<file path="src/rtl/pw_pkg.sv">
// pw_pkg: shared mode type, stage codes and default width for the password vault
package pw_pkg;
   typedef enum logic [1:0] {SETUP, ARMD, OPEN, LOCKOUT} vault_mode_t;
   localparam logic [1:0] STG_ENTER1 = 2'd0;
   localparam logic [1:0] STG_REC1   = 2'd1;
   localparam logic [1:0] STG_REC2   = 2'd2;
   localparam logic [1:0] STG_DONE   = 2'd3;
   localparam int DEF_PW_W = 8;
endpackage

</file>
<file path="src/rtl/lockout_timer.sv">
// lockout_timer: loadable down-counter whose done flag marks the end of a lockout
module lockout_timer #(
   parameter int LOCK_CYC = 1000
)(
   input  logic clk,
   input  logic rst,
   input  logic load,
   output logic done
);
   localparam int CW = $clog2(LOCK_CYC);
   logic [CW-1:0] cnt;
   // load the lockout length minus one, then count down to zero and rest there
   always_ff @(posedge clk or posedge rst)
      if (rst) cnt <= '0;
      else if (load) cnt <= CW'(LOCK_CYC - 1);
      else if (cnt != '0) cnt <= cnt - CW'(1);
   assign done = (cnt == '0);
endmodule

</file>
<file path="src/rtl/pw_vault.sv">
// pw_vault: records, confirms and checks a switch password with timed lockout after repeated failures
module pw_vault
   import pw_pkg::*;
#(
   parameter int PW_W     = DEF_PW_W,
   parameter int MAX_FAIL = 3,
   parameter int LOCK_CYC = 1000
)(
   input  logic            CLK,
   input  logic            RST,
   input  logic [1:0]      STAGE,
   input  logic [PW_W-1:0] PW,
   input  logic            CLR,
   output logic            UNLOCK,
   output logic            ARMED,
   output logic            LOCKED,
   output logic            ERR,
   output logic [2:0]      FAILS
);
   vault_mode_t     mode, mode_n;
   logic [1:0]      prev_stage;
   logic [PW_W-1:0] set_reg, set_n;
   logic [2:0]      fails_n, fails_inc;
   logic            err_n, load, done, match;
   logic            ev_set, ev_conf, ev_try, ev_exit;

   assign match     = (PW == set_reg);
   assign fails_inc = FAILS + 3'd1;
   assign ev_set    = (prev_stage == STG_ENTER1) && (STAGE == STG_REC1);
   assign ev_conf   = (prev_stage == STG_REC1)   && (STAGE == STG_REC2);
   assign ev_try    = (prev_stage == STG_REC2)   && (STAGE == STG_DONE);
   assign ev_exit   = (prev_stage == STG_DONE)   && (STAGE == STG_ENTER1);

   lockout_timer #(.LOCK_CYC(LOCK_CYC)) u_timer (
      .clk  (CLK),
      .rst  (RST),
      .load (load),
      .done (done)
   );

   // next mode, stored password, fail count and error pulse from the current stage advance
   always_comb begin
      mode_n  = mode;
      set_n   = set_reg;
      fails_n = FAILS;
      err_n   = 1'b0;
      load    = 1'b0;
      case (mode)
         SETUP: begin
            if (ev_set) set_n = PW;
            else if (ev_conf) begin
               if (match) mode_n = ARMD;
               else err_n = 1'b1;
            end
         end
         ARMD: begin
            if (ev_try) begin
               if (match) begin
                  mode_n  = OPEN;
                  fails_n = '0;
               end else begin
                  err_n   = 1'b1;
                  fails_n = fails_inc;
                  if (fails_inc == 3'(MAX_FAIL)) begin
                     mode_n = LOCKOUT;
                     load   = 1'b1;
                  end
               end
            end
         end
         OPEN: begin
            if (CLR) begin
               mode_n = SETUP;
               set_n  = '0;
            end else if (ev_exit) mode_n = ARMD;
         end
         default: begin
            if (done) begin
               mode_n  = ARMD;
               fails_n = '0;
            end
         end
      endcase
   end

   // state and outputs are registered together so every indicator comes straight from a flop
   always_ff @(posedge CLK or posedge RST)
      if (RST) begin
         prev_stage <= STG_ENTER1;
         mode       <= SETUP;
         set_reg    <= '0;
         FAILS      <= '0;
         ERR        <= 1'b0;
         UNLOCK     <= 1'b0;
         ARMED      <= 1'b0;
         LOCKED     <= 1'b0;
      end else begin
         prev_stage <= STAGE;
         mode       <= mode_n;
         set_reg    <= set_n;
         FAILS      <= fails_n;
         ERR        <= err_n;
         UNLOCK     <= (mode_n == OPEN);
         ARMED      <= (mode_n == ARMD);
         LOCKED     <= (mode_n == LOCKOUT);
      end
endmodule

</file>
<file path="config.mk">
export PLATFORM = sky130hd
export DESIGN_NAME = pw_vault
export DESIGN_NICKNAME = d
export VERILOG_FILES = /design/src/rtl/pw_pkg.sv /design/src/rtl/lockout_timer.sv /design/src/rtl/pw_vault.sv
export SDC_FILE = /design/constraint.sdc
export NUM_CORES = 1
export LEC_CHECK = 0
export CAP_MARGIN = 20
export CORE_ASPECT_RATIO = 2
export CORE_MARGIN = 2
export CORE_UTILIZATION = 49
export DETAILED_ROUTE_END_ITERATION = 10
export PLACE_DENSITY = 0.75
export SLEW_MARGIN = 40
export SYNTH_ARGS = -nofsm -noshare
export SYNTH_HDL_FRONTEND = slang
export SYNTH_SLANG_ARGS = --single-unit
</file>
<file path="constraint.sdc">
create_clock -name CLK -period 1.9 [get_ports CLK]
set_clock_uncertainty 0.15 [all_clocks]
set_input_delay 0.19 -clock CLK [delete_from_list [all_inputs] [get_ports CLK]]
set_output_delay 0.19 -clock CLK [all_outputs]
set_load 0.005 [all_outputs]
</file>
# Word level (Yosys, flattened, before mapping)
# Index checks and enable logic that the tools add are counted.
[totals] in_bits=13 mem_count=0 romBits=0 word_cells=71 latchBits=0 out_inout_bits=7 reg_bits=29 ramBits=0
[classes] n_eq_ne=16 n_bitwise=1 div_mod_pow=0 magnitude_cmp=0 add_sub_neg=2 reduce_logical=15 mux=28 n_mul=0 n_shift=0
[ops] cell="2-to-1 mux 10 bit" count=2
[ops] cell="2-to-1 mux 2 bit" count=9
[ops] cell="2-to-1 mux 8 bit" count=2
[ops] cell="one-hot mux 8 bit (2 select lines)" count=1
[ops] cell="equality test 2 bit, second input constant" count=7
[ops] cell="logical NOT 10 bit" count=1
[ops] cell="nonzero test 10 bit" count=1
[ops] cell="subtractor 10 x 1 -> 10 bit, second input constant" count=1
[ops] cell="2-to-1 mux 3 bit" count=3
[ops] cell="equality test 2 x 1 -> 1 bit, second input constant" count=4
[ops] cell="equality test 8 bit" count=1
[ops] cell="2-to-1 mux 1 bit" count=8
[ops] cell="logical NOT 2 bit" count=3
[ops] cell="inequality test 2 bit, second input constant" count=3
[ops] cell="one-hot mux 2 bit (3 select lines)" count=1
[ops] cell="one-hot mux 3 bit (2 select lines)" count=1
[ops] cell="AND reduction 3 bit" count=2
[ops] cell="nonzero test 2 bit" count=3
[ops] cell="logical AND 1 bit" count=4
[ops] cell="adder 3 x 1 -> 3 bit, second input constant" count=1
[ops] cell="equality test 3 x 2 -> 1 bit, second input constant" count=1
[ops] cell="one-hot mux 1 bit (2 select lines)" count=1
[ops] cell="OR reduction 2 bit" count=1
[ops] cell="inverter 1 bit" count=1

# Logic depth before layout (Yosys ltp)
[depth] depth_word=7 mapped_depth=8 depth_no_buf=7

# Hierarchy
# From an unflattened synthesis, not the netlist that was laid out.
[unflattened] hier_cells=158 hier_area_um2=1544.0
[modules_own_cells] mod="pw_vault" seq_area_each_um2=475.5 area_per_inst_um2=985.9 instances=1 cells_per_inst=105
[modules_own_cells] mod="lockout_timer" seq_area_each_um2=250.2 area_per_inst_um2=558.0 instances=1 cells_per_inst=53

# Worst setup path before layout
# No wires, ideal clock.
[synth_path] kind="reg-to-reg" from="register u_timer.cnt[0]" to="register u_timer.cnt[3]" setup_slack_ns=0.054 required_ns=1.631 path_stages_with_launch=9 period_less_slack_ns=1.846 path_buffers=1 setup_ns=0.119 t_arrival_ns=1.577 path_cell_list="dfrtp_1 -> inv_1 -> ha_1 -> nor3b_1 -> and3_1 -> buf_4 -> nor4_1 -> xor2_1 -> and2_1"
[synth_via] elab_chain_cells=3 word_cells_on_any_way=5 cone_classes="add/sub: 1; mux: 2; reduce/logical: 2"
[synth_lines] element="from (decl)" line_no="lockout_timer.sv:11" text="logic [CW-1:0] cnt;"
[synth_lines] element="from (signal assigned)" line_no="lockout_timer.sv:15" text="else if (load) cnt <= CW'(LOCK_CYC - 1);"
[synth_lines] element="from (signal assigned)" line_no="lockout_timer.sv:16" text="else if (cnt != '0) cnt <= cnt - CW'(1);"
[synth_lines] element="subtractor 10 x 1 -> 10 bit" line_no="lockout_timer.sv:16"
[synth_lines] element="2-to-1 mux 10 bit" line_no="lockout_timer.sv:16"
[synth_lines] element="2-to-1 mux 10 bit" line_no="lockout_timer.sv:15"
# Several ways; a longest one is shown, not always the timed one. The select of a mux whose other input is x is not followed.
# A chain may end at the register's enable or synchronous reset.

# Final worst setup path
[layout_path] from="register u_timer.cnt[2]" to="register u_timer.cnt[9]"
# The elaborated chain is that of the path after synthesis.

==> impl_metrics.csv <==
group,metric,value,unit
synthesis,yosys.cell_types.count,42,
cells_and_area,finalNetCount,209,
clocking,cts_made_buffers,5,
clocking,ctsRootBufferMaster,"clkbuf_8",
timing,fin_ws,0.0581,ns
power,comb_power_share,23.7,%
synthesis,async_flop_share,100,%
cells_and_area,antenna_cells,0,
global_route,antenna_found_initial,0,
timing,drv_slew,0,
route,drt_wl_total,3.41,mm
critical_path,worstPathMaxFanout,6,
timing,max_freq,543,MHz
route,drt-met1-wl,1.17,mm
timing,setup_viol,0,
power,p_leak,0.000895,uW
route,vias,1240,
cells_and_area,drive_gt1_share,25.0,%
timing,finalHoldViolations,0,
flow_run,maxCapViolations,0,
place,dp_slack,-0.261,ns
cells_and_area,largest_register_ffs,10,
route,wl_per_cell,15.4,um
timing,layout_min_cycle_time,1.84,ns
synthesis,synth-main-ff-cell,"dfrtp_1",
clocking,clock_sink_count,29,
place,globalplace.congestion,0.800,
route,viasPerCell,5.59,
critical_path,crit_chain,"nor4_4, buf_4, nand2_1, or3_4, xor2_2, o21ai_2",
place,dpl_cell_area,1850,um^2
critical_path,reg2reg_depth,6,
synthesis,yosys_warnings,0,
synthesis,yosys.area.top_type,"dfrtp_1",
floorplan,start_util,51.5,%
route,drtAntennaViolNets,0,
route,drt-pass1-iter-count,4,
synthesis,synth-seq-cells,29,
synthesis,postSynthNetCount,168,
timing,max-slew-margin-rel,73.1,%
synthesis,yosysSeqAreaShare,47.3,%
route,dr.max_layer_used,"met4",
floorplan,pin_count,20,
synthesis,synth_edf_count,0,
global_route,grt_pass1_wl,5.84,mm
timing,tightest_slew,0.400,ns
critical_path,r2r-start,"u_timer.cnt[2]",
floorplan,rows,28,
floorplan,die_h,83.1,um
critical_path,crit_slowest_cell,"dfrtp_2",
critical_path,worstPathRequired,1.97,ns
global_route,grt_overflow,0,
synthesis,synthTopCellsByArea,"dfrtp_1, nand2_1, xor2_1, ha_1, o21ai_0",
critical_path,cp.arrival,1.91,ns
power,p_switching,519,uW
clocking,holdBufCountCts,0,
route,drt_iter0_markers,29,
hold_path,worst_hold_path_type,"in -> async",
global_route,grtUsageTotal,21.9,%
critical_path,critPathLaunchType,"register",
power,p_int,1210,uW
clocking,h-tree-depth,2,
route,met3WireLength,103,um
floorplan,die_w,43.6,um
critical_path,endpoint_kind,"register",
power,powerDensity,845,nW/um^2
clocking,clockBufferDepth,2,
floorplan,core,2980,um^2
floorplan,die_area,3620,um^2
critical_path,max_stage_delay,0.47,ns
cells_and_area,final_area,2040,um^2
route,met2WireLength,2.05,mm
route,drc_errors,0,
timing,rsz0062_at_grt,"true",
synthesis,synth_top_cell_area_share,47.3,%
cells_and_area,multi_input_area,835,um^2
place,io_buffers,19,
power,seq_power_share,47.2,%
cells_and_area,area_growth,33.0,%
critical_path,startpoint,"u_timer.cnt[2]",
synthesis,avgSynthCellArea,10.2,um^2
power,clockPowerShare,29.1,%
run_status,status,"complete, no violations",
place,dp_hpwl,2.61,mm
cells_and_area,fill_cells,233,
synthesis,yosys-top-cells-count,"dfrtp_1, nand2_1, xor2_1",
power,vdd_ir_drop_max,0.539,mV
clocking,insertion_delay,0.28,ns
clocking,tritoncts,"built",
clocking,clkTransAtPathRegs,0.06,ns
timing,period_share,96.9,%
global_route,grt_max_degree,17,
global_route,grt_pass1_vias,1327,
synthesis,syn_inst,151,
synthesis,synthesis.area,1530,um^2
power,p_sw_share,30.1,%
critical_path,critical_path_class,"reg -> reg",
cells_and_area,register_area,727,um^2
layout make-up:
type | instances | share of cell area [%]
Multi-Input combinational cell | 112 | 40.9
Inverter | 6 | 1.10
Tap cell | 30 | 1.84
Clock buffer | 7 | 4.23
Timing Repair Buffer | 38 | 16.3
Sequential cell | 29 | 35.6
repair_timing:
item                       in CTS  in global routing
gates resized for setup         6                 10
pin swaps                       1                  7
cloned                          0                  0
setup endpoints to repair       7                 13
setup buffers                   1                  3
worst max-delay path: cells and delay by family (launching register included):
family | cells | cell delay (ns)
flops | 1 | 0.47
buf+inv | 1 | 0.18
compound gates | 1 | 0.10
simple gates | 3 | 0.72
xor+xnor | 1 | 0.15
layer usage:
layer  global-route usage (%)  up-vias
met5                        0        -
met2                     39.8       31
li1                         -      604
met4                     11.0        0
met3                     4.57        7
met1                     21.6      598
worst paths after layout:
check,slack (ns),endpoint
setup / recovery,0.06,u_timer.cnt[9]
hold / removal,0.13,u_timer.cnt[8]
setup reg to reg,0.06,u_timer.cnt[9]
hold reg to reg,0.40,set_reg[6]
max in group asynchronous,1.27,UNLOCK
min in group CLK,0.36,set_reg[4]
stage by stage:
stage          hold WS, ns  cells  utilization (%)  setup TNS (ns)  total power, uW
2_1_floorplan       0.0714    151                -               0             1010
3_3_place_gp         0.366    212             62.3           -2.47             1130
3_5_place_dp         0.389    212             62.3           -3.08             1160
4_1_cts              0.115    220             66.3         -0.0366             1690
5_1_grt              0.141    222             68.5         -0.0358             1820
6_report             0.131    222             68.5               0             1730
logic make-up (layout without fill, tap and decap cells):
logic type / after synthesis / count (layout) / share of synthesized area, %
and+or+nand+nor: 70 / 70 / 26.6
muxes: 1 / 1 / 0.653
buffers and inverters: 10 / 51 / 3.26
xor gates and xnor gates: 15 / 15 / 8.56
DFF: 29 / 29 / 47.3
adders and majority gates: 4 / 4 / 3.26
AOI/OAI and AO/OA: 22 / 22 / 10.4
power by group through the flow:
stage / sequential, uW / clock (uW) / combinational [uW]
after floorplan: 796 / 0 / 216
after CTS: 805 / 512 / 373
after global routing: 826 / 541 / 453
after global placement: 803 / 0 / 331
final: 815 / 501 / 409
after detailed placement: 812 / 0 / 351
layout by cell type, fill, tap and decap left out, drive strengths merged, types with 2 or more instances in the layout:
cell / Yosys / layout
nor2: 3 / 3
xnor2: 3 / 3
ha: 4 / 4
or3: 4 / 4
dfrtp: 29 / 29
buf: 3 / 19
nand2: 29 / 29
a21oi: 3 / 3
nor4: 5 / 5
xor2: 12 / 12
and3: 2 / 2
nor2b: 2 / 2
nor3: 3 / 3
clkbuf: 1 / 7
nand2b: 3 / 3
clkdlybuf4s50: 0 / 19
nand3b: 4 / 4
nor3b: 2 / 2
and2: 3 / 3
a31oi: 2 / 2
inv: 6 / 6
o21ai: 11 / 11
nand3: 5 / 5
No activity file was read; power rests on OpenSTA's default activity.
